===== src/rtl/alu_seq_ctrl.sv =====
// alu_seq_ctrl
//   Board-level ALU sequencer. Operand A, operand B and the opcode are taken
//   from the switches on rising edges of three load buttons, in that order,
//   and the ALU result plus status flags are registered onto the LEDs after a
//   one-cycle execute state.
//
//   Ports
//     i_clk    system clock
//     i_rst    synchronous, active-high reset
//     i_sw     switch data (A, B, or opcode in i_sw[NB_OP-1:0])
//     i_btn    load buttons, level: [0]=A, [1]=B, [2]=OP
//     o_led    registered result
//     o_zero   result == 0 (valid opcodes only)
//     o_carry  carry (ADD) / borrow (SUB)
//     o_ovf    signed overflow (ADD/SUB)
//     o_err    unsupported opcode
//     o_valid  one-cycle pulse per new result
//     o_state  entry FSM state (WAIT_A=0 .. SHOW=4)
//
//   Build option
//     ALU_SEQ_BTN_SYNC_EN : when defined, i_btn goes through a 2-flop
//     synchroniser (reset to all ones) before edge detection, adding two
//     cycles to every button-to-load latency.

module alu_seq_ctrl #(
  parameter int NB_DATA = 8,
  parameter int NB_OP   = 6,
  parameter int NB_BTN  = 3
) (
  input  logic               i_clk,
  input  logic               i_rst,
  input  logic [NB_DATA-1:0] i_sw,
  input  logic [NB_BTN-1:0]  i_btn,
  output logic [NB_DATA-1:0] o_led,
  output logic               o_zero,
  output logic               o_carry,
  output logic               o_ovf,
  output logic               o_err,
  output logic               o_valid,
  output logic [2:0]         o_state
);

  typedef enum logic [2:0] {
    S_WAIT_A  = 3'd0,
    S_WAIT_B  = 3'd1,
    S_WAIT_OP = 3'd2,
    S_EXEC    = 3'd3,
    S_SHOW    = 3'd4
  } state_t;

  localparam logic [NB_OP-1:0] OP_ADD = NB_OP'(6'b100000);
  localparam logic [NB_OP-1:0] OP_SUB = NB_OP'(6'b100010);
  localparam logic [NB_OP-1:0] OP_AND = NB_OP'(6'b100100);
  localparam logic [NB_OP-1:0] OP_OR  = NB_OP'(6'b100101);
  localparam logic [NB_OP-1:0] OP_XOR = NB_OP'(6'b100110);
  localparam logic [NB_OP-1:0] OP_NOR = NB_OP'(6'b100111);
  localparam logic [NB_OP-1:0] OP_SRA = NB_OP'(6'b000011);
  localparam logic [NB_OP-1:0] OP_SRL = NB_OP'(6'b000010);

  localparam logic [NB_DATA-1:0] SHIFT_LIM = NB_DATA'(NB_DATA);

  // Shifts saturate once the amount reaches the word width.
  function automatic logic [NB_DATA-1:0] shift_ra(input logic signed [NB_DATA-1:0] a,
                                                  input logic [NB_DATA-1:0] sh);
    if (sh >= SHIFT_LIM) return {NB_DATA{a[NB_DATA-1]}};
    return a >>> sh;
  endfunction

  function automatic logic [NB_DATA-1:0] shift_rl(input logic [NB_DATA-1:0] a,
                                                  input logic [NB_DATA-1:0] sh);
    if (sh >= SHIFT_LIM) return '0;
    return a >> sh;
  endfunction

  state_t                    state, state_nxt;
  logic [NB_BTN-1:0]         btn_lvl, btn_q, btn_rise;
  logic                      a_evt, b_evt, op_evt;
  logic                      ld_a, ld_b, ld_op, exec_en;
  logic signed [NB_DATA-1:0] reg_a, reg_b;
  logic [NB_OP-1:0]          reg_op;
  logic [NB_DATA:0]          sum_ext, dif_ext;
  logic [NB_DATA-1:0]        alu_res;
  logic                      alu_carry, alu_ovf, alu_err;

  // ---- button input stage ----
`ifdef ALU_SEQ_BTN_SYNC_EN
  logic [NB_BTN-1:0] btn_sync_p0, btn_sync_p1;

  always_ff @(posedge i_clk) begin
    if (i_rst) begin
      btn_sync_p0 <= '1;
      btn_sync_p1 <= '1;
    end else begin
      btn_sync_p0 <= i_btn;
      btn_sync_p1 <= btn_sync_p0;
    end
  end

  assign btn_lvl = btn_sync_p1;
`else
  assign btn_lvl = i_btn;
`endif

  // btn_q resets to ones so a button held through reset never looks like a press.
  always_ff @(posedge i_clk) begin
    if (i_rst) btn_q <= '1;
    else       btn_q <= btn_lvl;
  end

  assign btn_rise = btn_lvl & ~btn_q;
  assign a_evt    = btn_rise[0];
  assign b_evt    = btn_rise[1] & ~btn_rise[0];
  assign op_evt   = btn_rise[2] & ~btn_rise[1] & ~btn_rise[0];

  // ---- entry stage ----
  always_ff @(posedge i_clk) begin
    if (i_rst) state <= S_WAIT_A;
    else       state <= state_nxt;
  end

  always_comb begin
    state_nxt = state;
    ld_a      = 1'b0;
    ld_b      = 1'b0;
    ld_op     = 1'b0;
    if (a_evt) begin
      // A always restarts entry, from any state.
      ld_a      = 1'b1;
      state_nxt = S_WAIT_B;
    end else begin
      case (state)
        S_WAIT_A: state_nxt = S_WAIT_A;
        S_WAIT_B: begin
          if (b_evt) begin
            ld_b      = 1'b1;
            state_nxt = S_WAIT_OP;
          end
        end
        S_WAIT_OP: begin
          if (op_evt) begin
            ld_op     = 1'b1;
            state_nxt = S_EXEC;
          end else if (b_evt) begin
            ld_b      = 1'b1;
          end
        end
        S_EXEC: state_nxt = S_SHOW;
        S_SHOW: begin
          if (op_evt) begin
            ld_op     = 1'b1;
            state_nxt = S_EXEC;
          end else if (b_evt) begin
            ld_b      = 1'b1;
            state_nxt = S_WAIT_OP;
          end
        end
        default: state_nxt = S_WAIT_A;
      endcase
    end
  end

  assign exec_en = (state == S_EXEC);
  assign o_state = state;

  always_ff @(posedge i_clk) begin
    if (i_rst) begin
      reg_a  <= '0;
      reg_b  <= '0;
      reg_op <= '0;
    end else begin
      if (ld_a)  reg_a  <= i_sw;
      if (ld_b)  reg_b  <= i_sw;
      if (ld_op) reg_op <= i_sw[NB_OP-1:0];
    end
  end

  // ---- execute stage ----
  assign sum_ext = {1'b0, reg_a} + {1'b0, reg_b};
  assign dif_ext = {1'b0, reg_a} - {1'b0, reg_b};

  always_comb begin
    alu_res   = '0;
    alu_carry = 1'b0;
    alu_ovf   = 1'b0;
    alu_err   = 1'b0;
    case (reg_op)
      OP_ADD: begin
        alu_res   = sum_ext[NB_DATA-1:0];
        alu_carry = sum_ext[NB_DATA];
        alu_ovf   = (reg_a[NB_DATA-1] == reg_b[NB_DATA-1]) &&
                    (sum_ext[NB_DATA-1] != reg_a[NB_DATA-1]);
      end
      OP_SUB: begin
        alu_res   = dif_ext[NB_DATA-1:0];
        alu_carry = dif_ext[NB_DATA];  // borrow out == unsigned A < B
        alu_ovf   = (reg_a[NB_DATA-1] != reg_b[NB_DATA-1]) &&
                    (dif_ext[NB_DATA-1] != reg_a[NB_DATA-1]);
      end
      OP_AND:  alu_res = reg_a & reg_b;
      OP_OR:   alu_res = reg_a | reg_b;
      OP_XOR:  alu_res = reg_a ^ reg_b;
      OP_NOR:  alu_res = ~(reg_a | reg_b);
      OP_SRA:  alu_res = shift_ra(reg_a, reg_b);
      OP_SRL:  alu_res = shift_rl(reg_a, reg_b);
      default: alu_err = 1'b1;
    endcase
  end

  // ---- result stage ----
  always_ff @(posedge i_clk) begin
    if (i_rst) begin
      o_led   <= '0;
      o_zero  <= 1'b0;
      o_carry <= 1'b0;
      o_ovf   <= 1'b0;
      o_err   <= 1'b0;
      o_valid <= 1'b0;
    end else begin
      o_valid <= exec_en;
      if (exec_en) begin
        o_led   <= alu_res;
        o_zero  <= ~alu_err && (alu_res == '0);
        o_carry <= alu_carry;
        o_ovf   <= alu_ovf;
        o_err   <= alu_err;
      end
    end
  end

endmodule


===== config.mk =====
export PLATFORM = sky130hd
export DESIGN_NAME = alu_seq_ctrl
export DESIGN_NICKNAME = d
export VERILOG_FILES = /design/src/rtl/alu_seq_ctrl.sv
export SDC_FILE = /design/constraint.sdc
export NUM_CORES = 1
export LEC_CHECK = 0
export ABC_AREA = 1
export CORE_ASPECT_RATIO = 1.75
export CORE_MARGIN = 2
export CORE_UTILIZATION = 40
export CTS_BUF_LIST = sky130_fd_sc_hd__clkbuf_8
export DETAILED_ROUTE_END_ITERATION = 6
export GPL_TIMING_DRIVEN = 0
export SYNTH_ARGS = -nofsm -noshare
export SYNTH_HDL_FRONTEND = slang
export SYNTH_SLANG_ARGS = --single-unit

===== constraint.sdc =====
create_clock -name i_clk -period 5.45 [get_ports i_clk]
set_input_delay 0.545 -clock i_clk [delete_from_list [all_inputs] [get_ports i_clk]]
set_output_delay 0.545 -clock i_clk [all_outputs]
set_load 0.02 [all_outputs]

# == Word level (Yosys, flattened, before mapping) ==
# Cells that the tools add are included.
# op_classes
addsub,2
n_lt_le_gt_ge,1
n_eq_ne,18
shifts,2
n_mux,24
bitwise_logic,11
reduce_logical,7
# ops
operator,count
$pmux W8 S8,1
$eq A6 B6 Y1 const B,6
$mux W8,4
$eq A6 B2 Y1 const B,2
$mux W1,12
$pmux W3 S4,1
$add A8 B8 Y9,1
$mux W3,3
$sub A8 B8 Y9,1
$and A8 B8 Y8,1
$ge A8 B4 Y1 const B,1
$logic_not A8 Y1,1
$not A8 Y8,1
$or A8 B8 Y8,1
$reduce_or A8 Y1,1
$shr A8 B8 Y8,1
$sshr A8 B8 Y8,1
$xor A8 B8 Y8,1
$eq A3 B2 Y1 const B,2
$pmux W1 S2,3
$reduce_or A2 Y1,2
$and A1 B1 Y1,3
$and A3 B3 Y3,1
$eq A3 B1 Y1 const B,1
other kinds (8),13
# totals
reg_bits,41
input_bits,13
out_inout_bits,16
elab_cells,77

# == Longest topological paths before layout ==
# Gate-level depths: netlist of the first run.
# logic_depth
word_depth,8
ltp_mapped,18
depth_no_buf,17

# == Worst setup path after synthesis of the first run ==
# No wires, ideal clock.
# synth_path
path_type,register -> register
from,register reg_b[2]
to,register o_zero
setup_time_ns,0.066
t_arrival_ns,2.128
required_time_ns,5.384
path_slack_ns,3.256
stages_incl_launch_ff,17
path_buffers,2
period_less_slack_ns,2.194
path_cell_list,dfxtp_1 > buf_2 > inv_1 > ha_1 > clkbuf_2 > inv_1 > a21oi_1 > nand3_1 > nand3_1 > nand3_1 > nor2_1 > nand3_2 > nor2_2 > nand2_1 > nor2_1 > nand3_1 > a21oi_2
# synth_between
elab_chain_cells,7
elab_cells_between_ends,17
cone_classes,add/sub (2); order compare (1); shift (2); mux (6); bitwise (4); reduce/logical (2)
# synth_rtl
item,line,text
start: declaration,79,"logic signed [NB_DATA-1:0] reg_a, reg_b;"
start signal: assignment,172,if (ld_b) reg_b <= i_sw;
$ge A8 B4 Y1,"65, 71",
$mux W1,"65, 71",
$mux W1,186,case (reg_op)
"$mux W8, on equally long branches","72, 66",
$pmux W8 S8 *,186,
$logic_not A8 Y1 *,222,o_zero <= ~alu_err && (alu_res == '0);
$logic_and A1 B1 Y1 *,222,
end signal: assignment,222,
end: declaration,35,"output logic o_zero,"
# Mark *: on every way between the ends. The rest lies on a longest branch, timed or not. The select of a mux whose other input is x is not followed.
# A chain may end at the register's enable or synchronous reset.

# == Worst setup path in the final report of the first run ==
# Same ends and word-level chain as after synthesis.

==> metrics.cfg, run 1 <==
[critical_path]
arrival_ns = 3.09
path_class = flip-flop to flip-flop
cp-start-kind = flip-flop
worstPathMaxFanout = 8
required_ns = 5.69
endpoint_kind = flip-flop
worst_r2r_path_depth = 17

[global_routing]
antenna_found_initial = 0
grt_pass1_wl_mm = 18.4
grt_start_max_net_pins = 14
overflow = 0
track_usage_pct = 26.2
grt_pass1_vias = 3637

[sta]
slew_headroom_pct = 58.2
max_freq_mhz = 352
period_needed_ns = 2.84
fin_skew_ns = 0.0101
rsz0062_at_grt = false
finalSetupViolations = 0
drv_slew = 0
fin_crit_sh_pct = 52.2
final.setup.tns_ns = 0
finalHoldViolations = 0
worst_slew_pin_slew_ns = 0.623

[clock_network]
clk_pin_slew_ns = 0.09
cts_tree = built
cts_sinks = 41
cts_root_buffer = clkbuf_8
ctsHoldBuffers = 0
insertion_delay_ns = 0.30
h-tree-depth = 2
clock_path_buffers = 2
post_cts_buffers = 0
ctsResizeCount = 0
cts_buffers = 5

[cells_and_area]
ff_latch_area_um2 = 821
syn2layout_area_growth_pct = 15.9
num-nets-final = 627
design_area_mm2 = 0.00396
diodes = 0
multi_input_area_mm2 = 0.00225
drive_gt1_share_pct = 8.16
n_fill_cell = 904

[pwr]
leakagePower_nw = 1.77
ir_drop_uv = 197
power.density_mw_per_mm2 = 175
p_total_mw = 0.692

[synthesis]
ys_types = 38
syn_area_per_cell_um2 = 6.19
yosysWarnings = 0
synth_seq_cells = 41
seq_area_frac_synth_pct = 24.0
synthesis.instances = 552
syn-num-nets = 592
syn_area_mm2 = 0.00342

[detailed_routing]
drt_iter0_markers = 260
num_vias = 3717
drc_errors = 0
routed_wl_mm = 11.7
ant_nets = 0
viasPerCell = 5.29
wl_per_cell_um = 16.6
dr.pass1.iters = 5

[floorplan]
die_y_um = 126
coreArea_mm2 = 0.00831
placement_rows = 44
start_util_pct = 41.1
die_w_um = 73.9
die_area_mm2 = 0.00933
ioPinCount = 29

[placement]
gp_congestion = 0.972
post_dp_cell_area_mm2 = 0.00384
place_hpwl_mm = 9.76
io_buffers = 28

[status]
status = finished clean

[run]
cap_violations = 0

[min_path]
hold_depth = 2
hp-class = flip-flop to flip-flop

[power breakdown]
part           switching (mW)  internal (mW)
registers             0.00626          0.305
logic                  0.0761         0.0411
clock network           0.115          0.149
[through the flow]
| step | instances | hold WS (ns) | util [%] | setup slack, ns |
|---|---|---|---|---|
| finish | 703 | 0.482 | 47.7 | 2.61 |
| global route | 703 | 0.506 | 47.7 | 2.38 |
| CTS | 703 | 0.482 | 47.7 | 2.62 |
| detailed placement | 695 | 0.466 | 46.2 | 2.65 |
| global placement | 695 | 0.462 | 46.2 | 2.62 |
| floorplan | 552 | 0.468 | - | 3.26 |
[cells in the mapped netlist (all sizes together)]
library cell,instances,share of area (%)
o21ai,42,6.3
clkinv,2,0.37
o211ai,2,0.44
o21a,2,0.44
o22ai,1,0.18
buf,8,1.2
ha,25,9.1
nand3,67,10
xor2,3,0.77
or2,1,0.18
a21oi,42,6.3
a311oi,1,0.26
o21bai,1,0.22
o221ai,1,0.26
nand3b,3,0.66
a31oi,3,0.55
mux2i,1,0.29
inv,69,7.6
nor3,11,2.0
clkbuf,8,0.91
nand4,9,1.8
fa,2,1.2
dfxtp,41,24
nor2,76,10
nand2,131,15
[placed cells by master (no fill, tap or decap), types with 2 or more instances in the layout]
cell | Yosys | final
clkbuf_1 | 7 | 7
a31oi_1 | 3 | 3
inv_1 | 63 | 63
fa_1 | 2 | 2
o211ai_1 | 2 | 2
dfxtp_1 | 41 | 41
xor2_1 | 3 | 3
o21a_1 | 2 | 2
buf_2 | 8 | 8
clkdlybuf4s50_1 | 0 | 28
inv_2 | 5 | 5
nand3_2 | 2 | 2
nor2_2 | 13 | 13
nor2_8 | 2 | 2
o21ai_0 | 40 | 40
nor3_1 | 8 | 8
nand3b_1 | 3 | 3
nand4_1 | 8 | 8
nor2_1 | 61 | 61
nand3_1 | 65 | 65
nand2_1 | 130 | 130
clkbuf_8 | 0 | 6
nor3_2 | 3 | 3
a21oi_1 | 41 | 41
ha_1 | 25 | 25
[per-layer routing]
layer | part of all wire [%] | track usage [%] | vias up
li1 | - | - | 1864
met1 | 37 | 28.0 | 1675
met2 | 51 | 45.2 | 133
met3 | 4.2 | 3.10 | 45
met4 | 8.4 | 19.3 | 0
met5 | 0 | 0 | -
[cell families (layout without fill, tap and decap cells)]
kind of cell	after synthesis	after routing	share of synthesized area [%]
AOI/OAI and AO/OA	95	95	14.9
adders and majority gates	27	27	10.3
buffers and inverters	87	123	10.1
and+or+nand+nor	298	298	39.7
xor gates and xnor gates	3	3	0.769
DFF	41	41	24.0
muxes	1	1	0.293
[final timing paths]
| path | start | endpoint | slack (ns) |
|---|---|---|---|
| worst max-delay path | reg_b[2] | o_zero | 2.61 |
| worst min-delay path | o_led[5] | o_led[5] | 0.48 |
| worst max register to register | reg_b[2] | o_zero | 2.61 |
| worst min register to register | o_led[5] | o_led[5] | 0.48 |
[critical path: stages (launching register included)]
cell and delay [ns]:
dfxtp_1 0.37, buf_2 0.28, inv_1 0.23, ha_1 0.33, clkbuf_2 0.16, inv_1 0.14, a21oi_1 0.10, nand2_1 0.11
nand2_1 0.08, nand3_1 0.08, nand3_1 0.07, nor2_1 0.23, nand3_2 0.16, nor2_2 0.10, nand2_1 0.05, nor2_1 0.08
nand3_1 0.09, a21oi_2 0.12
[area by class of cell]
| type | instances | share of cell area [%] |
|---|---|---|
| multi-input combinational | 424 | 56.8 |
| sequential | 41 | 20.7 |
| timing repair buffer | 28 | 7.07 |
| inverter | 71 | 6.91 |
| tap | 115 | 3.63 |
| clock buffer | 6 | 2.08 |
| buffer | 16 | 1.80 |
| clock inverter | 2 | 0.947 |
[state kept, by name (all words and copies together) (netlist names)]
register and count:
o_state 3, reg_op 6, o_led 8, o_ovf 1, o_err 1, o_carry 1
reg_b 8, btn_q 3, o_zero 1, reg_a 8, o_valid 1
No activity file was read; power rests on OpenSTA's default activity.
==> inputs of run 2 (changes only) <==
Clock period 5.45 ns to 2.65 ns, I/O delays scaled along.
==> run 2 against run 1 <==
  * Sequential cell count stayed put
  * Clock power is 100% higher
  * Utilization is 0.41 points higher
  * Maximum frequency is 15% higher
  * Global-route usage is 0.063 points higher
  * Design area is 0.85% higher
  * Routed wire length is 1.0% higher
  * Critical path depth is 1 lower
  * Register-to-register slack worse by 2.4 ns
  * Cell count is 0.14% higher
  * Combinational power is 110% higher
  * Sequential share of layout area is 0.11 points lower
  * Critical path type unchanged
  * Critical endpoint unchanged
==> metrics.cfg, run 2 (synthesis gave the netlist of run 1 again) <==
[sta]
drv_slew = 0  ; unchanged
fin_skew_ns = 0.00734  ; -0.00275 ns
fin_ws_ns = 0.182  ; -2.42 ns
worst_slew_pin_slew_ns = 0.605  ; -0.0185 ns
period_needed_ns = 2.47  ; -0.376 ns
max_freq_mhz = 405  ; +15%
finalHoldViolations = 0  ; unchanged
final.setup.tns_ns = 0  ; unchanged
fin_crit_sh_pct = 93.1  ; +41 points
finalSetupViolations = 0  ; unchanged
rsz0062_at_grt = false
slew_headroom_pct = 59.5  ; +1.2 points

[detailed_routing]
routed_wl_mm = 11.8  ; +1.0%
num_vias = 3732  ; +0.40%
drc_errors = 0  ; unchanged
ant_nets = 0  ; unchanged
viasPerCell = 5.30  ; +0.26%
drt_iter0_markers = 269  ; +3.5%
dr.pass1.iters = 5  ; unchanged
wl_per_cell_um = 16.8  ; +0.88%

[cells_and_area]
final_common_cell = nand2_1
num-nets-final = 628  ; +0.16%
syn2layout_area_growth_pct = 16.9
final_cell_mix = 130 x nand2_1, 65 x nand3_1, 62 x inv_1
n_fill_cell = 901  ; -0.33%
largestRegisters = o_led: 8 flops, reg_a: 8 flops, reg_b: 8 flops
diodes = 0  ; unchanged
fin_util_pct = 48.1  ; +0.41 points
drive_gt1_share_pct = 9.51  ; +1.3 points

[min_path]
whs_endpoint = o_led[5]
hold_depth = 2  ; unchanged
hp-class = flip-flop to flip-flop
hold_path_startpoint = o_led[5]

[critical_path]
worst_r2r_path_depth = 16  ; -1
cp-start-kind = flip-flop
cp_slowest_cell = dfxtp_1
r2r_end = o_zero
worstReg2RegStart = reg_a[2]
path_cells = inv_1 -> ha_1 -> buf_2 -> inv_1 -> a21oi_2 -> nand2_1 -> nand2_1 -> nand3_1 -> nand3_1 -> nor2_2 -> nand3_2 -> nor2_2 -> nand2_1 -> nor2_1 -> nand3_1 -> a21oi_2
crit_family = simple AND/OR/NAND/NOR gates
cp_num_buf_inv = 3  ; -1
endpoint_kind = flip-flop
worst-r2r-setup-slack_ns = 0.18  ; -2.42 ns
path_class = flip-flop to flip-flop
crit_path_max_incr_delay_ns = 0.44  ; +0.07 ns
required_ns = 2.89  ; -2.80 ns
worstPathMaxFanout = 7  ; -1
arrival_ns = 2.71  ; -0.38 ns

[global_routing]
grt_pass1_vias = 3645  ; +0.22%
grt_start_max_net_pins = 14  ; unchanged
antenna_found_initial = 0  ; unchanged
track_usage_pct = 26.2  ; +0.063 points
overflow = 0  ; unchanged
grt_pass1_wl_mm = 18.5  ; +0.53%

[floorplan]
die_w_um = 73.9  ; unchanged
ioPinCount = 29  ; unchanged
coreArea_mm2 = 0.00831  ; unchanged
start_util_pct = 41.1  ; unchanged
die_area_mm2 = 0.00933  ; unchanged
placement_rows = 44  ; unchanged
die_y_um = 126  ; unchanged

[pwr]
intPower_mw = 1.02  ; +110%
p_sw_mw = 0.405  ; +110%
swShare_pct = 28.4  ; -0.034 points
power.share.clock_pct = 38.0  ; about the same
comb_power_share_pct = 17.1  ; +0.2 points
power.density_mw_per_mm2 = 356  ; +100%
ir_drop_uv = 399  ; +100%
power_frac_seq_pct = 45.0  ; about the same
leakagePower_nw = 1.78  ; +0.51%

[placement]
io_buffers = 28  ; unchanged
place_hpwl_mm = 9.76  ; unchanged
gp_congestion = 0.972  ; unchanged
place_ws_ns = -0.155  ; -2.80 ns

[clock_network]
cts_tree = built
cts_sinks = 41  ; unchanged
cts_buffers = 5  ; unchanged
insertion_delay_ns = 0.30  ; about the same
h-tree-depth = 2  ; unchanged
clock_path_buffers = 2  ; unchanged
clk_pin_slew_ns = 0.09  ; about the same
cts_root_buffer = clkbuf_8

[run]
cap_violations = 0  ; unchanged

[status]
status = finished clean

-- run 2: cell types whose count changed in the layout (fill, tap and decap cells not counted), sizes merged --
cell	delta
buf	+2
clkbuf	-1
clkinvlp	+1
inv	-1
-- run 2: layout make-up --
type | instances | area [um^2] | share of cell area (%)
multi-input cells | 424 | 2270 | 56.7
flip-flops and latches | 41 | 823 | 20.6
repair buffers | 29 | 288 | 7.20
inverters | 71 | 278 | 6.95
well taps | 115 | 144 | 3.60
clock buffers | 6 | 82.6 | 2.07
plain buffers | 16 | 77.6 | 1.94
clock inverters | 2 | 37.5 | 0.939
-- run 2: per-stage QoR --
| step | std cells | area [um^2] | hold WS, ns | power [mW] |
|---|---|---|---|---|
| floorplan | 552 | 3420 | 0.327 | 0.813 |
| finish | 704 | 4000 | 0.481 | 1.42 |
| global route | 704 | 4000 | 0.506 | 1.49 |
| detailed placement | 695 | 3840 | 0.466 | 0.893 |
| CTS | 704 | 3980 | 0.482 | 1.43 |
| global placement | 695 | 3840 | 0.462 | 0.890 |
-- run 2: power groups by stage --
| stage | clock network (mW) | logic, mW | registers (mW) |
|---|---|---|---|
| global route | 0.573 | 0.273 | 0.642 |
| finish | 0.541 | 0.243 | 0.640 |
| CTS | 0.551 | 0.240 | 0.640 |
| detailed placement | 0 | 0.238 | 0.655 |
| floorplan | 0 | 0.161 | 0.652 |
| global placement | 0 | 0.236 | 0.654 |
-- run 2: worst reg2reg max path, stage by stage (launching register included) --
cell and delay (ns):
dfxtp_1 0.44, inv_1 0.17, ha_1 0.32, buf_2 0.16, inv_1 0.14, a21oi_2 0.08
nand2_1 0.10, nand2_1 0.08, nand3_1 0.08, nand3_1 0.09, nor2_2 0.17, nand3_2 0.14
nor2_2 0.10, nand2_1 0.05, nor2_1 0.08, nand3_1 0.09, a21oi_2 0.12
-- run 2: repair_timing --
item	CTS	global route
gates resized for setup	2	8
hold buffers	0	0
pin swaps	0	0
setup buffers	1	0
endpoints found under the setup margin	1	2
-- run 2: worst max-delay path by stage --
stage / start / endpoint / slack, ns / depth (start not counted)
2_1_floorplan: reg_b[2] / o_zero / 0.46 / 16
3_3_place_gp: reg_b[2] / o_zero / -0.18 / 17
3_5_place_dp: reg_b[2] / o_zero / -0.15 / 17
4_1_cts: reg_b[2] / o_zero / 0.01 / 17
5_1_grt: reg_b[2] / o_zero / 0.002 / 17
6_report: reg_a[2] / o_zero / 0.18 / 16
-- run 2: routing by layer --
metal / part of all wire [%] / up-vias / GRT usage, %
met2: 51 / 128 / 45.6
met4: 7.9 / 0 / 18.6
met3: 3.6 / 44 / 3.02
li1: - / 1871 / -
met5: 0 / - / 0
met1: 37 / 1689 / 28.1
==> RTL edit: new RTL, flow settings as in run 1 <==
`NB_OP`: 6 -> 5.
--- a/src/rtl/alu_seq_ctrl.sv
+++ b/src/rtl/alu_seq_ctrl.sv
@@ -24,7 +24,7 @@
 
 module alu_seq_ctrl #(
   parameter int NB_DATA = 8,
-  parameter int NB_OP   = 6,
+  parameter int NB_OP   = 5,
   parameter int NB_BTN  = 3
 ) (
   input  logic               i_clk,
Check against the original RTL: not equivalent (Yosys sat finds a counterexample within 10 cycles, from zero or initial values and one cycle with i_rst high).
==> RTL edit against run 1 <==
Worst hold slack lost 0.0054 ns. Fmax shrank 1.6%. Total power shrank 8.3%. Sequential power shrank 2%. Setup slack lost 0.046 ns. Die area shrank 9.2%. Sequential cell count shrank 1. Synthesized area shrank 9.6%. Final area shrank 9.9%. Routed wire length shrank 19%. Critical path type unchanged. Critical endpoint unchanged.
==> RTL edit: results (changes against run 1) <==
{| class="wikitable"
! Metric !! Value
|-
| Fraction of layout instances using a drive strength above 1 || 0.07708 (-0.004558)
|-
| Post-synthesis adder-cell area fraction || 0.1222 (+0.01903)
|-
| List of most frequent post-synthesis cells || nand2_1, nand3_1, inv_1, a21oi_1, dfxtp_1
|-
| Syn avg cell area || 6.578 um2 (+6.2%)
|-
| Combinational power share || 0.197 (+0.028)
|-
| Largest family of logic cells by synthesized area || simple AND/OR/NAND/NOR gates
|-
| Largest net degree at the start of global routing || 12 (-2)
|-
| Sequential cell area fraction in the yosys report || 0.2590 (+0.01898)
|-
| Cell family with most CP delay || simple AND/OR/NAND/NOR gates
|-
| Wire per inst || 15.83 um (-4.7%)
|-
| Slew of the pin with the lowest slew margin || 0.5053 ns (-0.1178 ns)
|-
| Iteration count of the initial detailed-routing pass || 6 (+1)
|-
| First-pass GRT wire length || 15100 um (-18%)
|-
| Netlist cell types || 37 (-2.6%)
|-
| Fill cell count || 808 (-11%)
|-
| Final total power || 634.7 uW (-8.3%)
|-
| Maximum VDD drop || 0.1463 mV (-26%)
|-
| Setup clock skew after layout || 0.007913 ns (-0.002175 ns)
|-
| Total number of vias || 3239 (-13%)
|-
| Mapped Nets || 512 (-14%)
|-
| Clock tree root buffer cell || clkbuf_8
|-
| Xor/xnor cell area share of the yosys netlist || 0.008499 (+0.0008147)
|-
| Seq group || 304 uW (-2%)
|-
| DR iter-0 viols || 181 (-30%)
|-
| Net count reported at finish || 547 (-13%)
|-
| GRT Total Usage || 0.2265 (-0.03506)
|-
| Proportion of synthesized area in mux cells || 0 (-0.002927)
|-
| Run status || finished clean
|-
| Highest net fanout along the worst path || 11 (+3)
|-
| Final non-filler cell total || 594 (-16%)
|-
| Detailed Place HPWL || 7591 um (-22%)
|-
| Synth area leaders || dfxtp_1, nand2_1, ha_1
|-
| Switching share of total power || 0.3021 (+0.01759)
|-
| Worst endpoint data arrival time || 3.12 ns (+0.03 ns)
|-
| Clock H-tree levels || 2 (unchanged)
|-
| Leakage Power || 1.647 nW (-7.0%)
|-
| Setup fix buffers added after clock tree synthesis || 0 (unchanged)
|-
| Maximum cell stage delay along the critical path || 0.55 ns (+0.18 ns)
|-
| GP Congestion || 0.9430 (-3.0%)
|-
| Total of buffers placed on input and output ports || 28 (unchanged)
|-
| Synth Area in Compound Gates || 0.1793 (+0.03072)
|-
| Clock transition at the registers of the reported paths || approximately 0.08 ns
|}
==> RTL edit: cell count changes after synthesis, sizes merged, moves of 3 or more <==
cell / delta
o21ai: -4
nor2: -34
nand2: -34
nand3: -3
clkbuf: -3
inv: -7
o22ai: +3
==> RTL edit: layout make-up <==
type	instances	area share
clock inverters	2	0.002102
plain buffers	12	0.01751
inverters	64	0.06725
clock buffers	6	0.02312
flip-flops and latches	40	0.2242
repair buffers	28	0.07846
well taps	88	0.03082
multi-input cells	354	0.5566
==> RTL edit: routing by layer <==
layer,global-route usage,vias to the layer above,share of wire
li1,-,1638,-
met1,0.2287,1500,0.38
met2,0.4210,75,0.53
met3,0.02750,26,0.033
met4,0.1538,0,0.055
met5,0,-,0
==> RTL edit: tightest hold or removal path, stage by stage, from the launching register on <==
cell and delay [ns]:
dfxtp_1 0.32, nand3_1 0.07, nand2_1 0.05
==> RTL edit: stage by stage <==
| step | utilization | setup WS, ns | hold WS, ns | cell area (um2) |
|---|---|---|---|---|
| floorplan | - | 3.292 | 0.4691 | 3092 |
| global placement | 0.4634 | 2.606 | 0.4627 | 3482 |
| detailed placement | 0.4634 | 2.592 | 0.4627 | 3482 |
| CTS | 0.4754 | 2.572 | 0.4821 | 3572 |
| global route | 0.4754 | 2.402 | 0.4932 | 3572 |
| finish | 0.4754 | 2.561 | 0.4762 | 3572 |
==> RTL edit: worst paths after layout <==
path | from | endpoint | slack (ns) | cells past startpoint
min reg2reg | o_led[7] | o_led[7] | 0.48 | 2
max | reg_b[1] | o_zero | 2.56 | 13
min | o_led[7] | o_led[7] | 0.48 | 2
max reg2reg | reg_b[1] | o_zero | 2.56 | 13
